===== config.mk =====
export PLATFORM = sky130hd
export DESIGN_NAME = axi_line_fetch
export DESIGN_NICKNAME = d
export VERILOG_FILES = /design/src/rtl/axi_line_fetch.sv
export SDC_FILE = /design/constraint.sdc
export NUM_CORES = 1
export LEC_CHECK = 0
export BUFFER_PORTS_ARGS = -buffer_cell sky130_fd_sc_hd__buf_4
export CORE_ASPECT_RATIO = 1.5
export CORE_MARGIN = 3
export CORE_UTILIZATION = 55
export DETAILED_ROUTE_END_ITERATION = 7
export GPL_TIMING_DRIVEN = 0
export HOLD_SLACK_MARGIN = 0.12
export MAX_ROUTING_LAYER = met4
export PLACE_DENSITY = 0.86
export SLEW_MARGIN = 20
export SYNTH_ARGS = -nofsm -noshare
export SYNTH_HDL_FRONTEND = slang
export SYNTH_SLANG_ARGS = --single-unit

===== constraint.sdc =====
create_clock -name clk -period 19.2 [get_ports clk]
set_input_delay 0.96 -clock clk [delete_from_list [all_inputs] [get_ports clk]]
set_output_delay 0.96 -clock clk [all_outputs]
set_load 0.1 [all_outputs]

===== src/rtl/axi_line_fetch.sv =====
// axi_line_fetch: fetches one cache line over an AXI4 read channel (single INCR burst)
// and hands it to the cache as a flat line buffer with a one-cycle gnt pulse.
//
// Parameters:
//   OFFSET_LEN  byte-offset width of a line; line holds 2^(OFFSET_LEN-2) 32-bit words
//   AXI_ID      fixed ARID; R beats carrying any other RID are ignored
//
// Ports:
//   clk, rst               clock, asynchronous active-high reset
//   req, addr              refill request (held until gnt) and refill address
//   gnt                    one-cycle pulse: line buffer complete and valid
//   line                   line buffer, word k = bytes 4k..4k+3 of the line
//   arid..arburst, arvalid AXI AR channel outputs (all zero while arvalid=0)
//   arready                AXI AR channel ready
//   rid, rdata, rresp,     AXI R channel inputs
//   rlast, rvalid
//   rready                 AXI R channel ready (high only while collecting beats)
//   err                    only with AXI_LINE_FETCH_ERR_EN: some accepted beat of the last
//                          burst returned rresp != OKAY; valid from gnt to the next request
//
// Build option: define AXI_LINE_FETCH_ERR_EN to add the err output.

module axi_line_fetch #(
    parameter int         OFFSET_LEN = 5,
    parameter logic [3:0] AXI_ID     = 4'd0
) (
    input  logic                                clk,
    input  logic                                rst,
    input  logic                                req,
    input  logic [31:0]                         addr,
    output logic                                gnt,
    output logic [32*(2**(OFFSET_LEN-2))-1:0]   line,
    output logic [3:0]                          arid,
    output logic [31:0]                         araddr,
    output logic [7:0]                          arlen,
    output logic [2:0]                          arsize,
    output logic [1:0]                          arburst,
    output logic                                arvalid,
    input  logic                                arready,
    input  logic [3:0]                          rid,
    input  logic [31:0]                         rdata,
    input  logic [1:0]                          rresp,
    input  logic                                rlast,
    input  logic                                rvalid,
    output logic                                rready
`ifdef AXI_LINE_FETCH_ERR_EN
    ,
    output logic                                err
`endif
);

    localparam int WORDS = 2 ** (OFFSET_LEN - 2);
    localparam int CNT_W = (OFFSET_LEN > 3) ? OFFSET_LEN - 2 : 1;
    localparam logic [CNT_W-1:0] CNT_MAX = CNT_W'(WORDS - 1);

    typedef enum logic [1:0] {StIdle, StAddr, StData, StDone} state_e;

    state_e             state_q, state_d;
    logic [31:0]        addr_q;
    logic [CNT_W-1:0]   cnt_q;
    logic [31:0]        words_q [WORDS];

    logic accept;
    logic beat;

    assign accept = (state_q == StIdle) && req;
    // Foreign-ID beats are neither stored nor counted, and cannot end the burst.
    assign beat   = (state_q == StData) && rvalid && (rid == AXI_ID);

    // Line offset bits of the request address are don't-care.
    logic unused_addr_lsb;
    assign unused_addr_lsb = ^addr[OFFSET_LEN-1:0];

    always_ff @(posedge clk or posedge rst) begin
        if (rst) begin
            state_q <= StIdle;
            addr_q  <= '0;
            cnt_q   <= '0;
            for (int k = 0; k < WORDS; k++) begin
                words_q[k] <= '0;
            end
        end else begin
            state_q <= state_d;
            if (accept) begin
                addr_q <= {addr[31:OFFSET_LEN], {OFFSET_LEN{1'b0}}};
                cnt_q  <= '0;
            end
            if (beat) begin
                words_q[cnt_q] <= rdata;
                // Saturate: any surplus beats keep overwriting the last word.
                if (cnt_q != CNT_MAX) begin
                    cnt_q <= cnt_q + CNT_W'(1);
                end
            end
        end
    end

    always_comb begin
        state_d = state_q;
        arvalid = 1'b0;
        arid    = '0;
        araddr  = '0;
        arlen   = '0;
        arsize  = '0;
        arburst = '0;
        rready  = 1'b0;
        gnt     = 1'b0;
        unique case (state_q)
            StIdle: begin
                if (req) begin
                    state_d = StAddr;
                end
            end
            StAddr: begin
                arvalid = 1'b1;
                arid    = AXI_ID;
                araddr  = addr_q;
                arlen   = 8'(WORDS - 1);
                arsize  = 3'b010;
                arburst = 2'b01;
                if (arready) begin
                    state_d = StData;
                end
            end
            StData: begin
                rready = 1'b1;
                if (beat && rlast) begin
                    state_d = StDone;
                end
            end
            StDone: begin
                gnt     = 1'b1;
                state_d = StIdle;
            end
            default: state_d = StIdle;
        endcase
    end

    always_comb begin
        line = '0;
        for (int k = 0; k < WORDS; k++) begin
            line[32*k +: 32] = words_q[k];
        end
    end

`ifdef AXI_LINE_FETCH_ERR_EN
    logic err_acc_q;
    logic err_q;

    always_ff @(posedge clk or posedge rst) begin
        if (rst) begin
            err_acc_q <= 1'b0;
            err_q     <= 1'b0;
        end else begin
            if (accept) begin
                err_acc_q <= 1'b0;
                err_q     <= 1'b0;
            end
            if (beat && (rresp != 2'b00)) begin
                err_acc_q <= 1'b1;
            end
            // Publish the burst's error status on the same edge that enters DONE.
            if (beat && rlast) begin
                err_q <= err_acc_q | (rresp != 2'b00);
            end
        end
    end

    assign err = err_q;
`else
    logic unused_rresp;
    assign unused_rresp = ^rresp;
`endif

endmodule


==> impl_metrics.toml <==
[outcome]
outcome = "finished, final reports clean"

[place]
dp_hpwl_mm = 21.7
place_congestion = 0.797
place_inst = 1338
port_buffers = 359
dp_slack_ps = 16380

[global_routing]
antenna_found_initial = 0
gr-total-overflow = 0
track_usage = 0.263
first_global_vias = 7965
grt_first_pass_wirelength_mm = 46.5
grt_max_degree = 110

[die]
die_w_um = 126
io_pins = 384
die_h_um = 185
placementRows = 65
initial_core_util = 0.560
die-area_mm2 = 0.0233
core-area_mm2 = 0.0211

[route]
via_per_inst = 5.21
drt_iter0_markers = 253
via_count = 7231
antenna_left = 0
first_pass_iters = 4
drcViolationCount = 0
wl_per_cell_um = 22.1
routed_wl_mm = 30.7

[clocking]
path_clk_slew_ps = 60
cts_made_buffers = 27
cts-resized-gates = 0
clk_path_buf_depth = 3
insertion_delay_ps = 530
cts_tree = "built"
ctsRootBufferMaster = "clkbuf_16"
clock_sinks = 288
postCtsSetupRepairBufs = 0
htreeDepth = 1
hold_buffers = 0

[sta]
rsz0062_at_grt = "no"
skew_ps = 13.2
min_period_over_period = 0.172
maxSlewHeadroom = 0.595
setup_tns_ps = 0
setup_viol = 0
max_clock_freq_mhz = 302
fin_crit_ps = 3310
worst_pin_slew_ps = 607
final_hold_viol_count = 0
slew_viol_final = 0
setup_slack_ps = 15890

[pwr]
leakage_nw = 8.93
power_mw = 1.96
cellPowerDensity_mw_per_mm2 = 124
peakVddDrop_mv = 0.156

[yosys]
synth_cell_types = 30
syn_area_mm2 = 0.0118
syn_avg_cell_area_um2 = 17.0
ys_warn_count = 0
synth_seq_cells = 288
ys_seq_area_frac = 0.611
syn_inst = 693

[final_layout]
n_antenna_cell = 0
drive_gt1_frac = 0.636
stdcell_count = 1387
layout.nets = 1181
n_fill_cell = 1361
syn_to_final_growth_pct = 34.0

[critical_path]
rr_worst_depth = 6
crit_type = "flip-flop to output pin"
critPathMaxFanout = 16
cp-start-kind = "flip-flop"
crit_required_ps = 18240
end_kind = "output pin"
cp_data_arrival_time_ps = 2350

[min_path]
hold_depth = 1
min_path_type = "flip-flop to flip-flop"

[run]
drv_cap = 0
[power by group]
part | internal [mW] | switching, mW
registers | 0.672 | 0.0348
logic | 0.166 | 0.562
clock network | 0.298 | 0.223
total | 1.14 | 0.819
[cell usage after synthesis]
library cell  instances  area, um^2
nor2b_1               1        6.26
conb_1                1        3.75
buf_2                 6        30.0
inv_1                 6        22.5
nand2b_1              1        6.26
ha_1                  6        75.1
nor3b_4               2        37.5
and4b_1               1        10.0
buf_6                21         236
nor2_1                1        3.75
o21ai_0               3        15.0
nand3_4               1        17.5
nand3_1               4        20.0
nand2_1               2        7.51
nand3b_4              2        40.0
and2b_1               1        7.51
nand4b_1              1        8.76
dfrtp_1             288        7210
a221oi_1              1        8.76
clkbuf_1              5        18.8
o32a_1                1        10.0
nor3_4                1        16.3
mux2_1               34         383
nand2_2               1        6.26
nand4_4               1        21.3
nor2_2                1        6.26
and2_1               27         169
mux2_4              110        1650
mux2_2              140        1580
buf_4                23         173
[path summary, 6_finish.rpt]
check	startpoint	endpoint	slack, ps
min in group asynchronous	rst	addr_q[31]	510
min	line[176]	line[176]	490
max	state_q[1]	araddr[22]	15890
max in group asynchronous	rst	line[27]	17740
min reg2reg	line[176]	line[176]	490
max reg2reg	state_q[0]	line[239]	16980
[kinds of logic (layout without fill, tap and decap cells)]
family                     count (synthesis)  count (layout)  synth area share
DFF                                      288             288             0.611
muxes                                    284             284             0.306
buffers and inverters                     61             471            0.0407
and+or+nand+nor                           48              48            0.0326
adders and majority gates                  6               6           0.00636
AOI/OAI and AO/OA                          5               5           0.00286
other                                      1              17          0.000318
[cell usage in the layout (no fill, tap or decap)]
cell | netlist | layout
a221oi_1 | 1 | 1
and2_1 | 27 | 27
and2b_1 | 1 | 1
and4b_1 | 1 | 1
buf_16 | 0 | 2
buf_2 | 6 | 6
buf_4 | 23 | 382
buf_6 | 21 | 21
bufinv_16 | 0 | 2
clkbuf_1 | 5 | 13
clkbuf_16 | 0 | 27
clkbuf_8 | 0 | 3
clkinv_2 | 0 | 7
clkinvlp_4 | 0 | 1
conb_1 | 1 | 17
dfrtp_1 | 288 | 288
ha_1 | 6 | 6
inv_1 | 6 | 5
inv_6 | 0 | 1
inv_8 | 0 | 1
mux2_1 | 34 | 34
mux2_2 | 140 | 140
mux2_4 | 110 | 110
nand2_1 | 2 | 2
nand2_2 | 1 | 1
nand2b_1 | 1 | 1
nand3_1 | 4 | 4
nand3_4 | 1 | 1
nand3b_4 | 2 | 2
nand4_4 | 1 | 1
nand4b_1 | 1 | 1
nor2_1 | 1 | 1
nor2_2 | 1 | 1
nor2b_1 | 1 | 1
nor3_4 | 1 | 1
nor3b_4 | 2 | 2
o21ai_0 | 3 | 3
o32a_1 | 1 | 1
[layout make-up]
class | instances | area, um^2 | share of cell area
sequential | 288 | 7210 | 0.456
multi-input combinational | 360 | 4170 | 0.264
timing repair buffer | 361 | 2750 | 0.174
clock buffer | 38 | 747 | 0.0473
buffer | 55 | 458 | 0.0290
tap | 268 | 335 | 0.0212
clock inverter | 11 | 111 | 0.00705
inverter | 6 | 30.0 | 0.00190
[per-layer routing]
| layer | vias up | GRT usage | part of all wire |
|---|---|---|---|
| met4 | 0 | 0.115 | 0.050 |
| met1 | 3671 | 0.302 | 0.37 |
| met5 | - | - | 0 |
| met3 | 85 | 0.0462 | 0.056 |
| met2 | 291 | 0.454 | 0.53 |
| li1 | 3184 | - | - |
[sequential cells by signal, summed over array words and instances (netlist names)]
signal   count
state_q      2
line       256
cnt_q        3
addr_q      27
[critical path: stages, from the launching register on]
cell and delay (ps):
dfrtp_1 410, inv_1 90, ha_1 460, clkbuf_1 350, and2_1 210, buf_4 300
[through the flow]
step | hold WS, ps | utilization | instance area [um^2]
2_1_floorplan | 471 | - | 11900
3_3_place_gp | 469 | 0.707 | 14900
3_5_place_dp | 476 | 0.710 | 14900
4_1_cts | 490 | 0.750 | 15800
5_1_grt | 508 | 0.750 | 15800
6_report | 488 | 0.750 | 15800
Power figures use the tool's default switching activity.
